$ cat src/rtl/nvdla_csb_seq.sv
// CSB command sequencer: queues read/write/wait-for-interrupt commands and runs them back-to-back.
// Define NVDLA_CSB_SEQ_POLL_EN to turn op 2'b11 into a masked poll; otherwise op 2'b11 aborts.
module nvdla_csb_seq #(
   parameter int ADDR_W    = 16,
   parameter int DATA_W    = 32,
   parameter int DEPTH     = 8,
   parameter int N_INTR    = 2,
   parameter int TIMEOUT_W = 16
) (
   input  logic                 clk_i,
   input  logic                 rst_i,
   input  logic                 cmd_valid_i,
   output logic                 cmd_ready_o,
   input  logic [1:0]           cmd_op_i,
   input  logic [ADDR_W-1:0]    cmd_addr_i,
   input  logic [DATA_W-1:0]    cmd_wdata_i,
   input  logic [N_INTR-1:0]    cmd_intr_mask_i,
   input  logic                 start_i,
   input  logic [TIMEOUT_W-1:0] timeout_cycles_i,
   output logic                 busy_o,
   output logic                 done_o,
   output logic                 error_o,
   output logic                 csb_req_valid_o,
   input  logic                 csb_req_ready_i,
   output logic [ADDR_W-1:0]    csb_req_addr_o,
   output logic [DATA_W-1:0]    csb_req_wdata_o,
   output logic                 csb_req_write_o,
   input  logic                 csb_rd_valid_i,
   input  logic [DATA_W-1:0]    csb_rd_data_i,
   input  logic                 csb_wr_complete_i,
   input  logic [N_INTR-1:0]    intr_i,
   output logic                 rdata_valid_o,
   input  logic                 rdata_ready_i,
   output logic [DATA_W-1:0]    rdata_o
);

   localparam int PTR_W = $clog2(DEPTH);
   localparam int CNT_W = PTR_W + 1;
   localparam logic [1:0] OP_RD   = 2'b00;
   localparam logic [1:0] OP_WR   = 2'b01;
   localparam logic [1:0] OP_WAIT = 2'b10;
   localparam logic [1:0] OP_POLL = 2'b11;

   typedef enum logic [2:0] {
      ST_IDLE      = 3'd0,
      ST_ISSUE     = 3'd1,
      ST_WAIT_RSP  = 3'd2,
      ST_WAIT_INTR = 3'd3,
      ST_PUSH_RD   = 3'd4,
      ST_FINISH    = 3'd5
   } state_e;

   logic [1:0]        op_mem   [DEPTH];
   logic [ADDR_W-1:0] addr_mem [DEPTH];
   logic [DATA_W-1:0] data_mem [DEPTH];
   logic [N_INTR-1:0] mask_mem [DEPTH];

   logic [PTR_W-1:0]     wr_ptr_r, rd_ptr_r;
   logic [CNT_W-1:0]     count_r;
   state_e               state_r;
   logic                 req_valid_r, req_write_r, rdata_valid_r;
   logic                 busy_r, done_r, error_r, repoll_r;
   logic [ADDR_W-1:0]    req_addr_r;
   logic [DATA_W-1:0]    req_wdata_r, rdata_r;
   logic [1:0]           op_r;
   logic [N_INTR-1:0]    intr_mask_r;
   logic [TIMEOUT_W-1:0] tmr_r;

   logic full_s, empty_s, push_s, pop_s, next_s, exit_s, abort_s, tmo_hit_s;
   logic head_req_s, poll_match_s;
   logic [1:0]        head_op_s;
   logic [ADDR_W-1:0] head_addr_s;
   logic [DATA_W-1:0] head_data_s;
   logic [N_INTR-1:0] head_mask_s;

   assign full_s      = (count_r == CNT_W'(DEPTH));
   assign empty_s     = (count_r == CNT_W'(0));
   assign push_s      = cmd_valid_i & ~full_s;
   assign head_op_s   = op_mem[rd_ptr_r];
   assign head_addr_s = addr_mem[rd_ptr_r];
   assign head_data_s = data_mem[rd_ptr_r];
   assign head_mask_s = mask_mem[rd_ptr_r];

`ifdef NVDLA_CSB_SEQ_POLL_EN
   logic [DATA_W-1:0] poll_mask_r;
   assign head_req_s   = (head_op_s != OP_WAIT);
   assign poll_match_s = csb_rd_valid_i & ((csb_rd_data_i & poll_mask_r) == poll_mask_r);
`else
   assign head_req_s   = (head_op_s == OP_RD) | (head_op_s == OP_WR);
   assign poll_match_s = 1'b0;
`endif

   // Per-state pop / advance / abort decisions shared by the FIFO and the FSM
   always_comb begin
      pop_s     = 1'b0;
      next_s    = 1'b0;
      exit_s    = 1'b0;
      abort_s   = 1'b0;
      tmo_hit_s = (timeout_cycles_i != TIMEOUT_W'(0)) &&
                  (tmr_r == timeout_cycles_i - TIMEOUT_W'(1));
      case (state_r)
         ST_IDLE: next_s = start_i;
         ST_ISSUE: begin
            if (req_valid_r) begin
               pop_s = csb_req_ready_i & ~repoll_r;
            end else if (head_op_s == OP_WAIT) begin
               pop_s = 1'b1;
            end else begin
               abort_s = 1'b1;
            end
         end
         ST_WAIT_RSP: begin
            if (op_r == OP_WR) begin
               exit_s = csb_wr_complete_i;
            end else if (op_r == OP_RD) begin
               exit_s = csb_rd_valid_i;
            end else begin
               exit_s = poll_match_s;
            end
            next_s  = exit_s & (op_r != OP_RD);
            abort_s = tmo_hit_s & ~exit_s;
         end
         ST_WAIT_INTR: begin
            exit_s  = |(intr_i & intr_mask_r);
            next_s  = exit_s;
            abort_s = tmo_hit_s & ~exit_s;
         end
         ST_PUSH_RD: next_s = rdata_ready_i;
         default: next_s = 1'b0;
      endcase
   end

   // Command storage; contents need no reset because validity lives in count_r
   always_ff @(posedge clk_i) begin
      if (push_s) begin
         op_mem[wr_ptr_r]   <= cmd_op_i;
         addr_mem[wr_ptr_r] <= cmd_addr_i;
         data_mem[wr_ptr_r] <= cmd_wdata_i;
         mask_mem[wr_ptr_r] <= cmd_intr_mask_i;
      end
   end

   // FIFO pointers; an abort flushes everything except a push landing in the same cycle
   always_ff @(posedge clk_i) begin
      if (rst_i) begin
         wr_ptr_r <= PTR_W'(0);
         rd_ptr_r <= PTR_W'(0);
         count_r  <= CNT_W'(0);
      end else if (abort_s) begin
         wr_ptr_r <= wr_ptr_r + PTR_W'(push_s);
         rd_ptr_r <= wr_ptr_r;
         count_r  <= CNT_W'(push_s);
      end else begin
         wr_ptr_r <= wr_ptr_r + PTR_W'(push_s);
         rd_ptr_r <= rd_ptr_r + PTR_W'(pop_s);
         count_r  <= count_r + CNT_W'(push_s) - CNT_W'(pop_s);
      end
   end

   // Sequencer FSM with registered outputs; later assignments (advance, abort) take priority
   always_ff @(posedge clk_i) begin
      if (rst_i) begin
         state_r       <= ST_IDLE;
         req_valid_r   <= 1'b0;
         req_write_r   <= 1'b0;
         req_addr_r    <= ADDR_W'(0);
         req_wdata_r   <= DATA_W'(0);
         op_r          <= OP_RD;
         intr_mask_r   <= N_INTR'(0);
         tmr_r         <= TIMEOUT_W'(0);
         rdata_r       <= DATA_W'(0);
         rdata_valid_r <= 1'b0;
         busy_r        <= 1'b0;
         done_r        <= 1'b0;
         error_r       <= 1'b0;
         repoll_r      <= 1'b0;
`ifdef NVDLA_CSB_SEQ_POLL_EN
         poll_mask_r   <= DATA_W'(0);
`endif
      end else begin
         done_r <= 1'b0;
         case (state_r)
            ST_IDLE: if (start_i) error_r <= 1'b0;
            ST_ISSUE: begin
               if (req_valid_r) begin
                  if (csb_req_ready_i) begin
                     req_valid_r <= 1'b0;
                     state_r     <= ST_WAIT_RSP;
                     if (!repoll_r) tmr_r <= TIMEOUT_W'(0);
                  end
               end else if (head_op_s == OP_WAIT) begin
                  intr_mask_r <= head_mask_s;
                  tmr_r       <= TIMEOUT_W'(0);
                  state_r     <= ST_WAIT_INTR;
               end
            end
            ST_WAIT_RSP: begin
               tmr_r <= tmr_r + TIMEOUT_W'(1);
               if (op_r == OP_RD && csb_rd_valid_i) begin
                  rdata_r       <= csb_rd_data_i;
                  rdata_valid_r <= 1'b1;
                  state_r       <= ST_PUSH_RD;
               end
`ifdef NVDLA_CSB_SEQ_POLL_EN
               else if (op_r == OP_POLL && csb_rd_valid_i && !poll_match_s) begin
                  req_valid_r <= 1'b1;
                  repoll_r    <= 1'b1;
                  state_r     <= ST_ISSUE;
               end
`endif
            end
            ST_WAIT_INTR: tmr_r <= tmr_r + TIMEOUT_W'(1);
            ST_PUSH_RD: if (rdata_ready_i) rdata_valid_r <= 1'b0;
            ST_FINISH: state_r <= ST_IDLE;
            default: state_r <= ST_IDLE;
         endcase
         if (next_s) begin
            if (!empty_s) begin
               state_r     <= ST_ISSUE;
               busy_r      <= 1'b1;
               req_valid_r <= head_req_s;
               req_addr_r  <= head_addr_s;
               req_wdata_r <= head_data_s;
               req_write_r <= (head_op_s == OP_WR);
               op_r        <= head_op_s;
               repoll_r    <= 1'b0;
`ifdef NVDLA_CSB_SEQ_POLL_EN
               poll_mask_r <= head_data_s;
`endif
            end else begin
               state_r <= ST_FINISH;
               busy_r  <= 1'b0;
               done_r  <= 1'b1;
            end
         end
         if (abort_s) begin
            state_r     <= ST_FINISH;
            busy_r      <= 1'b0;
            done_r      <= 1'b1;
            error_r     <= 1'b1;
            req_valid_r <= 1'b0;
         end
      end
   end

   assign cmd_ready_o     = ~full_s;
   assign busy_o          = busy_r;
   assign done_o          = done_r;
   assign error_o         = error_r;
   assign csb_req_valid_o = req_valid_r;
   assign csb_req_addr_o  = req_addr_r;
   assign csb_req_wdata_o = req_wdata_r;
   assign csb_req_write_o = req_write_r;
   assign rdata_valid_o   = rdata_valid_r;
   assign rdata_o         = rdata_r;

endmodule
$ cat config.mk
export PLATFORM = sky130hd
export DESIGN_NAME = nvdla_csb_seq
export DESIGN_NICKNAME = d
export VERILOG_FILES = /design/src/rtl/nvdla_csb_seq.sv
export SDC_FILE = /design/constraint.sdc
export NUM_CORES = 1
export LEC_CHECK = 0
export CORE_UTILIZATION = 55
export CTS_CLUSTER_SIZE = 25
export DETAILED_ROUTE_END_ITERATION = 12
export GPL_ROUTABILITY_DRIVEN = 1
export PLACE_DENSITY = 0.76
export SLEW_MARGIN = 20
export SYNTH_ARGS = -nofsm -noshare
export SYNTH_HDL_FRONTEND = slang
export SYNTH_SLANG_ARGS = --single-unit
$ cat constraint.sdc
create_clock -name clk_i -period 8.1 [get_ports clk_i]
set_input_delay 0.81 -clock clk_i [delete_from_list [all_inputs] [get_ports clk_i]]
set_output_delay 0.81 -clock clk_i [all_outputs]
set_load 0.005 [all_outputs]
Word-level counts from Yosys, hierarchy flattened
Memories as Yosys holds them, arrays and structs flattened. A register that Yosys moved wholly into a read port is not among the register bits.
Cells that the tools add are included.

cells by class
  reduce and logical (&&, ||, !) cells = 24
  equal/unequal tests = 21
  mux-type cells = 42
  bitwise logic cells = 11
  $add $sub $neg = 6

operator list
  operator                                                               number
  16-bit two-way mux                                                     3
  16-bit one-hot mux with 2 select lines                                 1
  3-bit two-way mux                                                      9
  1-bit two-way mux                                                      25
  16-bit by 1-bit adder with 16-bit output, second input constant        1
  16-bit equality test                                                   1
  16-bit nonzero test                                                    1
  16-bit by 1-bit subtractor with 16-bit output, second input constant   1
  4-bit != test, second input constant                                   3
  5-bit != test, second input constant                                   2
  2-bit nonzero test                                                     5
  3-bit != test, second input constant                                   3
  3-bit one-hot mux with 3 select lines                                  1
  3-bit AND reduction                                                    3
  4-bit AND reduction                                                    2
  3-bit by 1-bit adder with 3-bit output                                 2
  3-bit by 2-bit equality test with 1-bit output, second input constant  2
  2-bit AND reduction                                                    3
  2-bit OR reduction                                                     3
  1-bit inverter                                                         5
  4-bit by 1-bit adder with 4-bit output                                 1
  1-bit bitwise AND                                                      4
  2-bit by 1-bit equality test with 1-bit output, second input constant  2
  4-bit equality test, second input constant                             1
  other kinds (17)                                                       20

storage, ports and cells
  memories kept = 4
  memory bits (writable) = 416
  input port bits = 110
  flip-flop bits (word level) = 69
  output and inout bits = 87
  word-level logic and storage cells = 123

memories
  name      depth  bits a word  read ports  clocked after Yosys merged registers in  wr ports  line  text
  data_mem  8      32           1           1                                        1         55    logic [DATA_W-1:0] data_mem [DEPTH];
  addr_mem  8      16           1           1                                        1         54    logic [ADDR_W-1:0] addr_mem [DEPTH];
  mask_mem  8      2            1           1                                        1         56    logic [N_INTR-1:0] mask_mem [DEPTH];
  op_mem    8      2            1           1                                        1         53    logic [1:0] op_mem [DEPTH];

Depth between registers and ports, before layout
Gate-level depths: netlist (run 1).

  depth in word-level cells = 9
  depth in mapped cells = 13

Worst setup path after synthesis (run 1)
No wires, ideal clock.

  kind = input port to flip-flop
  start point = input cmd_valid_i
  end point = memory addr_mem[0][0] (enable)
  stages on the path = 2
  setup time = 590 ps
  arrival time = 5,882 ps
  path slack = 1,628 ps
  path through = nand2_1 nor4_1

on the way
  longest elaborated chain between the ends = 3

RTL lines
  what                                     line  text
  start: declaration                       12    input logic cmd_valid_i,
  1-bit bitwise AND                        78    assign push_s = cmd_valid_i & ~full_s;
  1-bit two-way mux                        135   if (push_s) begin
  1-bit two-way mux (implied by the code)  137   addr_mem[wr_ptr_r] <= cmd_addr_i;
  end: declaration                         54

Every way passes these cells.

==> metrics.md, run 1 <==
| Metric | Value |
|---|---|
| Die height | `197 um` |
| Clock share of power | `0.331` |
| Vias in the first global route | `11.7k` |
| Slew @ Worst Pin | `985 ps` |
| Status | `complete, no violations` |
| Ranking of synthesized cells by area | `edfxtp_1, dfxtp_1, mux4_2, mux2i_1, a211oi_1` |
| Synth Flop Type | `edfxtp_1` |
| Endpoints failing hold | `0` |
| Psw | `1.77 mW` |
| R2R setup slack | `3910 ps` |
| Reg clk slew, reported paths | `60 ps` |
| Clock Skew | `9.01 ps` |
| Filler cell count | `2489` |
| Synth Register Bits | `535` |
| Routed length per instance | `21.7 um` |
| Peak Freq | `238 MHz` |
| Routability Congestion | `0.842` |
| DIE AREA | `0.0387 mm2` |
| Power Internal | `5.26 mW` |
| Netlist cell types | `57` |
| Worst r2r src | `rd_ptr_r[2]$_SDFF_PP0_` |
| H-tree Lvls | `2` |
| Root Buffer | `clkbuf_16` |
| Most frequent cell after synthesis | `edfxtp_1` |
| Core area | `0.0370 mm2` |
| Worst reg2reg endpoint | `count_r[2]$_SDFF_PP0_` |
| Overall Power | `7.03 mW` |
| Slew HR | `0.341` |
| Post-Place Cells | `1894` |
| DRT Pass-1 Iters | `5` |
| Post-place setup slack | `3930 ps` |
| Sequential-to-total area share from yosys stat | `0.713` |
| Antenna violations before repair | `2` |
| PwrDens | `281 mW/mm2` |
| Top cells by count, synth | `edfxtp_1, dfxtp_1, mux4_2` |
| Largest net degree at the start of global routing | `69` |
| Share of layout cells above drive strength 1 | `0.147` |
| Synth top area share | `0.599` |
| Fin Setup TNS | `0 ps` |
| CP endpoint kind | `register` |
| Fin nets | `1568` |
| Critical Path, Cell by Cell | `buf_4 > a31oi_1 > mux4_2 > o21ai_0 > and2_1 > ha_1 > inv_1 > ha_1 > inv_1 > fa_1 > xor2_1 > nor3b_1` |
| Peak VDD IR | `0.000249 V` |
| Final setup fails | `0` |
| CTS resizes | `0` |
| Crit-path max FO | `60` |
| DRT iter0 DRCs | `624` |
| Critical path's slowest cell | `dfxtp_4` |
| Initial core utilization | `0.565` |
| Synthesized area | `0.0209 mm2` |
| Tmin final | `4190 ps` |
| Detailed-route via count | `11.5k` |
| Hold_buf cts | `0` |
| CTS tree | `done` |
| Syn Inst Count | `1246` |
| Final non-filler cell total | `1991` |
| Post-Syn Nets | `1370` |
| Port Buffers | `196` |
| Worst skew pair latency | `590 ps` |
| Max-slew violations | `0` |
| Crit-path max cell delay | `920 ps` |
| Worst Hold End | `rdata_o[18]$_SDFFE_PP0P_` |
| Vias per cell | `5.76` |
| Async SR Flop Fraction | `0` |
| EDFF count, synth | `416` |
| Dpl hpwl | `23.8 mm` |
| CTS sink cnt | `535` |
| Antenna-violating nets left | `0` |
| Comb power frac | `0.190` |
| I/O pin total | `197` |
| DRC Markers | `0` |
| Final WS setup | `3910 ps` |
| Critical path type | `register to register` |
| GR Util met1 | `0.302` |
| GRT met2 Usage | `0.373` |
| Number of synthesis warnings | `0` |
| Worst endpoint required time | `8600 ps` |
| Hold Path Cell Cnt | `2` |
| Worst Hold Class | `register to register` |
| Die Span X | `197 um` |
| Flop pwr share | `0.479` |
| Std-Cell Rows | `70` |
| CP Launch Type | `register` |
| R2r worst-path depth | `12` |
| RSZ-0062 raised after global routing | `false` |
| GR Overflow Total | `0` |
| Clock tree buffer depth | `3` |
| GRT Util Overall | `0.226` |
| Syn_area_per_cell | `16.7 um2` |
| Tcrit/Tclk final | `0.518` |
| Final WL | `43.1 mm` |
| Num CTS Buffers | `52` |
| Hold path start | `rdata_o[18]$_SDFFE_PP0P_` |
| GR peak layer | `met2` |
| Sw Share | `0.252` |
| Max-cap violation count | `0` |
| Met3 Use GR | `0.0577` |
| First-pass GRT wire length | `65.9 mm` |
| Worst EP arrival | `4700 ps` |
| Area delta synth->final | `19.9%` |
| Pleak | `7.80 nW` |
| Area leader, netlist | `edfxtp_1` |
| Setup repair bufs after CTS | `0` |
-- cell families after synthesis --
| kind of cell | synth area share |
|---|---|
| flip-flops | 0.713 |
| AND/OR/NAND/NOR | 0.0641 |
| multiplexers | 0.141 |
| AO/OA/AOI/OAI | 0.0410 |
| buffers and inverters | 0.0161 |
| XOR/XNOR | 0.0160 |
| adder cells (fa/ha/maj) | 0.00876 |
-- worst max-delay path: cells and delay by family (launching register included) --
kind / cells / cell delay [ps]
buf+inv: 3 / 850
simple gates: 2 / 390
flops: 1 / 920
xor+xnor: 1 / 150
fa+ha+maj: 3 / 820
compound gates: 2 / 360
mux: 1 / 540
-- through the flow --
stage	area (um2)	hold WS, ps	utilization
after global routing	25000	472	0.677
after global placement	23400	442	0.632
after detailed placement	23400	447	0.632
final	25000	453	0.677
after CTS	25000	456	0.677
after floorplan	20900	453	-
-- area by class of cell --
cell class | count | area (um2) | area share
diodes | 1 | 2.50 | 0.000100
clock buffers | 77 | 1480 | 0.0590
clock inverters | 19 | 173 | 0.00690
inverters | 13 | 48.8 | 0.00195
multi-input cells | 628 | 5710 | 0.228
flip-flops and latches | 535 | 14900 | 0.595
well taps | 504 | 631 | 0.0252
repair buffers | 214 | 2090 | 0.0837
-- power groups by stage --
stage / combinational, mW / clock (mW) / sequential (mW)
3_5_place_dp: 1.34 / 0 / 3.43
2_1_floorplan: 0.826 / 0 / 3.39
4_1_cts: 1.35 / 2.37 / 3.37
6_report: 1.33 / 2.33 / 3.37
3_3_place_gp: 1.32 / 0 / 3.41
5_1_grt: 1.46 / 2.47 / 3.40
-- worst max-delay path by stage --
| stage | start | end | slack (ps) | depth (start not counted) |
|---|---|---|---|---|
| floorplan | cmd_valid_i | addr_mem[0][0]$_DFFE_PP_ | 1630 | 2 |
| global placement | rd_ptr_r[2]$_SDFF_PP0_ | count_r[2]$_SDFF_PP0_ | 4000 | 12 |
| detailed placement | rd_ptr_r[2]$_SDFF_PP0_ | count_r[2]$_SDFF_PP0_ | 3930 | 12 |
| CTS | rd_ptr_r[2]$_SDFF_PP0_ | count_r[2]$_SDFF_PP0_ | 3890 | 12 |
| global route | rd_ptr_r[2]$_SDFF_PP0_ | count_r[2]$_SDFF_PP0_ | 3690 | 12 |
| finish | rd_ptr_r[2]$_SDFF_PP0_ | count_r[2]$_SDFF_PP0_ | 3910 | 12 |
-- registers in the layout (all words and copies together), names as in the netlist --
name / count
csb_req_write_o: 1
csb_req_wdata_o: 32
rdata_o: 32
done_o: 1
busy_o: 1
csb_req_addr_o: 16
data_mem: 256
mask_mem: 16
op_r: 2
state_r: 3
rd_ptr_r: 3
error_o: 1
count_r: 4
wr_ptr_r: 3
tmr_r: 16
addr_mem: 128
csb_req_valid_o: 1
rdata_valid_o: 1
intr_mask_r: 2
op_mem: 16
-- cells in the final DEF (no fill, tap or decap), drive strengths merged, types with 16 or more instances in the layout --
cell / count
nand2: 89
a211oi: 50
clkdlybuf4s50: 195
clkbuf: 77
nor2: 97
mux2i: 57
xnor2: 28
buf: 19
edfxtp: 416
nor3: 16
mux4: 103
a21oi: 50
dfxtp: 119
-- routing by layer --
metal / vias to the layer above / routed length [um]
met1: 5784 / 18200
li1: 5258 / -
met5: - / 12
met4: 2 / 788
met3: 65 / 3270
met2: 364 / 20800
Power figures use the tool's default switching activity.
==> run 2, diff against run 1 <==
--- a/config.mk
+++ b/config.mk
@@ -5,11 +5,11 @@
 export SDC_FILE = /design/constraint.sdc
 export NUM_CORES = 1
 export LEC_CHECK = 0
-export CORE_UTILIZATION = 55
+export CORE_UTILIZATION = 52
 export CTS_CLUSTER_SIZE = 25
 export DETAILED_ROUTE_END_ITERATION = 12
 export GPL_ROUTABILITY_DRIVEN = 1
-export PLACE_DENSITY = 0.76
+export PLACE_DENSITY = 0.75
 export SLEW_MARGIN = 20
 export SYNTH_ARGS = -nofsm -noshare
 export SYNTH_HDL_FRONTEND = slang
==> constraint.sdc (replaced) <==
create_clock -name clk_i -period 3.6 [get_ports clk_i]
set_input_delay 0.36 -clock clk_i [delete_from_list [all_inputs] [get_ports clk_i]]
set_output_delay 0.36 -clock clk_i [all_outputs]
set_load 0.005 [all_outputs]
==> metrics.md, run 2 (same netlist as run 1, synthesis figures left out) <==
| Metric | Value |
|---|---|
| Status | `complete, no violations` |
| Fin Setup TNS | `0 ps` |
| CP endpoint kind | `register` |
| Hold_buf cts | `0` |
| DRT iter0 DRCs | `588` |
| DIE AREA | `0.0409 mm2` |
| Std-Cell Rows | `73` |
| Critical Path, Cell by Cell | `mux2i_1 > nand2_1 > mux4_2 > o21ai_0 > and2_1 > ha_1 > inv_1 > ha_1 > inv_1 > fa_1 > xor2_1 > nor3b_1` |
| Flop pwr share | `0.467` |
| CTS sink cnt | `535` |
| Antenna violations before repair | `2` |
| Worst Hold Class | `input pin to register` |
| Crit-path max cell delay | `510 ps` |
| Sw Share | `0.251` |
| Worst skew pair latency | `600 ps` |
| Power Internal | `12.1 mW` |
| GR Overflow Total | `0` |
| Overall Power | `16.2 mW` |
| GRT Util Overall | `0.219` |
| Clock tree buffer depth | `3` |
| Critical path's slowest cell | `mux4_2` |
| Slew HR | `0.324` |
| Clock share of power | `0.341` |
| Port Buffers | `196` |
| Share of layout cells above drive strength 1 | `0.161` |
| Ant diodes | `0` |
| Num CTS Buffers | `52` |
| Fin area | `0.0253 mm2` |
| Final setup fails | `0` |
| Comb power frac | `0.191` |
| Most common cell after layout, fill and taps aside | `edfxtp_1` |
| Final WL | `44.1 mm` |
| Routed length per instance | `21.8 um` |
| H-tree Lvls | `2` |
| I/O pin total | `197` |
| Die Span X | `202 um` |
| Endpoints failing hold | `0` |
| Area delta synth->final | `21.3%` |
| R2R setup slack | `620 ps` |
| Setup repair bufs after CTS | `0` |
| Crit-path max FO | `15` |
| Vias per cell | `5.70` |
| Antenna-violating nets left | `0` |
| Core area | `0.0396 mm2` |
| CTS resizes | `0` |
| Final non-filler cell total | `2024` |
| Worst EP arrival | `3490 ps` |
| CTS tree | `done` |
| Initial core utilization | `0.526` |
| Reg with most FFs | `data_mem` |
| DRT Pass-1 Iters | `5` |
| CP Launch Type | `register` |
| Tmin final | `2980 ps` |
| Top flop regs | `data_mem (256), addr_mem (128)` |
| Reg clk slew, reported paths | `60 ps` |
| Commonest cells after routing, fill and taps aside | `edfxtp_1, clkdlybuf4s50_1, dfxtp_1` |
| Tcrit/Tclk final | `0.829` |
| Clock Skew | `29.9 ps` |
| Detailed-route via count | `11.5k` |
| Fin nets | `1580` |
| Peak Freq | `335 MHz` |
| Post-Place Cells | `1927` |
| Pleak | `7.94 nW` |
| First-pass GRT wire length | `67.8 mm` |
| Vias in the first global route | `11.8k` |
| RSZ-0062 raised after global routing | `false` |
| Peak VDD IR | `0.000600 V` |
| Placed cell area | `0.0236 mm2` |
| Routability Congestion | `0.832` |
| Max reg flops | `256` |
| Slew @ Worst Pin | `1010 ps` |
| Psw | `4.05 mW` |
| Max-slew violations | `0` |
| Root Buffer | `clkbuf_16` |
| Die height | `202 um` |
| Max-cap violation count | `0` |
| Worst endpoint required time | `4110 ps` |
| Critical path type | `register to register` |
| PwrDens | `638 mW/mm2` |
| DRC Markers | `0` |
| Dpl hpwl | `25.0 mm` |
| Largest net degree at the start of global routing | `106` |
==> run 2: cell types whose count changed in the layout (fill, tap and decap cells not counted), moves of 3 or more <==
cell	delta
clkinv_2	+3
bufinv_16	+3
clkinv_1	-3
clkbuf_1	-7
buf_12	+4
buf_4	+8
==> run 2: critical path, delay by kind of cell, from the launching register on <==
kind / cells / cell delay (ps)
DFF: 1 / 450
AOI/OAI and AO/OA: 1 / 150
and+or+nand+nor: 3 / 480
xor gates and xnor gates: 1 / 150
adders and majority gates: 3 / 810
muxes: 2 / 760
buffers and inverters: 2 / 120
==> run 2: worst paths after layout <==
check	to	depth (start not counted)	from
max	count_r[2]$_SDFF_PP0_	12	rd_ptr_r[2]$_SDFF_PP0_
min	rdata_valid_o$_SDFFE_PP0P_	2	rst_i
min reg2reg	rdata_o[6]$_SDFFE_PP0P_	2	rdata_o[6]$_SDFFE_PP0P_
max reg2reg	count_r[2]$_SDFF_PP0_	12	rd_ptr_r[2]$_SDFF_PP0_
==> run 2: cell type report <==
type / count / area (um2)
Clock buffer: 71 / 1450
Tap cell: 525 / 657
Inverter: 13 / 48.8
Timing Repair Buffer: 226 / 2230
Multi-Input combinational cell: 628 / 5730
Clock inverter: 26 / 304
Fill cell: 2803 / 14300
Sequential cell: 535 / 14900
==> run 2: power by group through the flow <==
| stage | Sequential [mW] | Clock [mW] | Combinational, mW |
|---|---|---|---|
| finish | 7.55 | 5.52 | 3.09 |
| CTS | 7.56 | 5.62 | 3.15 |
| detailed placement | 7.67 | 0 | 3.12 |
| global placement | 7.64 | 0 | 3.06 |
| floorplan | 7.61 | 0 | 1.86 |
| global route | 7.60 | 5.85 | 3.37 |
==> run 2: through the flow <==
step	setup WS, ps	utilization	hold WS, ps
3_5_place_dp	301	0.594	446
4_1_cts	599	0.639	295
2_1_floorplan	-1320	-	453
3_3_place_gp	340	0.594	442
6_report	616	0.639	309
5_1_grt	445	0.639	330
==> run 2: routing by layer <==
metal | GRT usage | share of wire
met2 | 0.365 | 0.50
met1 | 0.293 | 0.42
met3 | 0.0424 | 0.066
met4 | 0.0639 | 0.017
met5 | 0 | 0.00063
==> run 3, diff against run 2 <==
==> constraint.sdc (replaced) <==
create_clock -name clk_i -period 2.6 [get_ports clk_i]
set_input_delay 0.26 -clock clk_i [delete_from_list [all_inputs] [get_ports clk_i]]
set_output_delay 0.26 -clock clk_i [all_outputs]
set_load 0.005 [all_outputs]
==> metrics.md, run 3 (same netlist as run 1, synthesis figures left out) <==
| Metric | Value |
|---|---|
| Port Buffers | `196` |
| GR Overflow Total | `0` |
| Routed length per instance | `21.3 um` |
| Commonest cells after routing, fill and taps aside | `edfxtp_1, clkdlybuf4s50_1, dfxtp_1` |
| Worst r2r src | `rd_ptr_r[2]$_SDFF_PP0_` |
| Initial core utilization | `0.526` |
| Die Span X | `202 um` |
| DIE AREA | `0.0409 mm2` |
| CP endpoint kind | `register` |
| Worst EP arrival | `3130 ps` |
| Worst skew pair latency | `590 ps` |
| Fin area | `0.0260 mm2` |
| Vias per cell | `5.64` |
| Area delta synth->final | `24.6%` |
| Post-Place Cells | `1965` |
| Reg clk slew, reported paths | `60 ps` |
| DRT iter0 DRCs | `793` |
| DRT Pass-1 Iters | `5` |
| Endpoints failing hold | `0` |
| Worst endpoint required time | `3100 ps` |
| Slew @ Worst Pin | `888 ps` |
| Reg with most FFs | `data_mem` |
| Most common cell after layout, fill and taps aside | `edfxtp_1` |
| DRC Markers | `0` |
| Vias in the first global route | `12.1k` |
| Final WS setup | `-35.0 ps` |
| H-tree Lvls | `2` |
| Hold path start | `rst_i` |
| Filler cell count | `2716` |
| Std-Cell Rows | `73` |
| Critical path destination | `count_r[2]$_SDFF_PP0_` |
| CP Launch Type | `register` |
| Pleak | `8.19 nW` |
| Register area | `0.0149 mm2` |
| First-pass GRT wire length | `68.6 mm` |
| Final setup fails | `2` |
| CP startpoint | `rd_ptr_r[2]$_SDFF_PP0_` |
| CTS sink cnt | `535` |
| Max-cap violation count | `0` |
| Routability Congestion | `0.836` |
| Detailed-route via count | `11.7k` |
| Worst reg2reg endpoint | `count_r[2]$_SDFF_PP0_` |
| RSZ-0062 raised after global routing | `true` |
| R2r worst-path depth | `13` |
| Top flop regs | `data_mem (256), addr_mem (128)` |
| Dpl hpwl | `25.2 mm` |
| Final WL | `44.0 mm` |
| Hold_buf cts | `0` |
| Antenna violations before repair | `4` |
| Root Buffer | `clkbuf_16` |
| Final non-filler cell total | `2067` |
| Tmin final | `2630 ps` |
| Clock tree buffer depth | `3` |
| Die height | `202 um` |
| Failing checks | `setup timing` |
| Largest net degree at the start of global routing | `106` |
| Critical path type | `register to register` |
| Crit-path max FO | `5` |
| CTS tree | `done` |
| Placed cell area | `0.0240 mm2` |
| Tcrit/Tclk final | `1.01` |
| Share of layout cells above drive strength 1 | `0.199` |
| I/O pin total | `197` |
| Status | `finished with violations` |
| Area of the multi-input gates | `0.00593 mm2` |
| Slew HR | `0.408` |
| Antenna-violating nets left | `0` |
| GRT Util Overall | `0.219` |
| Peak VDD IR | `0.000689 V` |
| R2R setup slack | `-30 ps` |
| Clock Skew | `14.0 ps` |
| Peak Freq | `380 MHz` |
| Max-slew violations | `0` |
| Fin nets | `1623` |
| Max reg flops | `256` |
| Core area | `0.0396 mm2` |
| Worst Hold Class | `input pin to register` |
| PwrDens | `875 mW/mm2` |
| Num CTS Buffers | `52` |
[run 3: changes by cell type in the layout (fill, tap and decap cells not counted), sizes merged]
cell | previous run | this run
diode | 0 | 1
clkinvlp | 2 | 1
clkbuf | 71 | 82
buf | 31 | 74
clkinv | 16 | 4
bufinv | 6 | 7
[run 3: layer usage]
layer / up-vias / track usage / part of all wire
met2: 331 / 0.367 / 0.49
met3: 63 / 0.0535 / 0.063
met4: 6 / 0.0518 / 0.016
met1: 5892 / 0.291 / 0.43
li1: 5374 / - / -
met5: - / 0 / 0.00082
[run 3: layout make-up]
type / count / area share
clock inverters: 14 / 0.00987
diodes: 1 / 0.0000963
well taps: 525 / 0.0253
repair buffers: 269 / 0.103
inverters: 13 / 0.00197
multi-input cells: 628 / 0.228
clock buffers: 82 / 0.0587
flip-flops and latches: 535 / 0.573
[run 3: where the power goes]
part / total (mW) / switching, mW / internal [mW]
Clock: 7.77 / 3.05 / 4.72
Sequential: 10.4 / 0.398 / 10.0
Combinational: 4.56 / 2.18 / 2.37
Total: 22.8 / 5.64 / 17.1
[run 3: stage by stage]
| stage | TNS (ps) | hold slack, ps | worst slack (ps) | utilization | power, mW |
|---|---|---|---|---|---|
| finish | -48.7 | 126 | -35.0 | 0.656 | 22.8 |
| global placement | -4120 | 442 | -372 | 0.606 | 15.0 |
| floorplan | -107680 | 359 | -554 | - | 13.1 |
| global route | -560 | 134 | -126 | 0.656 | 23.8 |
| CTS | -165 | 97.6 | -92.9 | 0.653 | 22.9 |
| detailed placement | -4590 | 447 | -424 | 0.606 | 15.1 |
[run 3: how the worst min path moves through the flow]
stage          slack (ps)  cells past startpoint                           to
6_report              130                      2  intr_mask_r[1]$_SDFFE_PP0P_
5_1_grt               130                      2       wr_ptr_r[0]$_SDFF_PP0_
4_1_cts               100                      2       wr_ptr_r[2]$_SDFF_PP0_
3_5_place_dp          450                      2      rdata_o[5]$_SDFFE_PP0P_
3_3_place_gp          440                      2      rdata_o[7]$_SDFFE_PP0P_
2_1_floorplan         360                      0     addr_mem[0][0]$_DFFE_PP_
[run 3: critical path, stage by stage (launching register included)]
cell and delay (ps):
dfxtp_4 370, buf_6 140, nor3b_2 160, a31oi_1 60, mux4_2 490, o21ai_2 130, and2_4 170, ha_4 200
inv_4 50, ha_4 120, inv_2 30, fa_2 320, xor2_1 150, nor3b_2 150
[run 3: repair_timing]
| action | 4_1_cts | 5_1_grt |
|---|---|---|
| pin swaps | 4 | 4 |
| setup endpoints to repair | 3 | 11 |
| setup buffers | 5 | 1 |
| resized for setup | 14 | 16 |
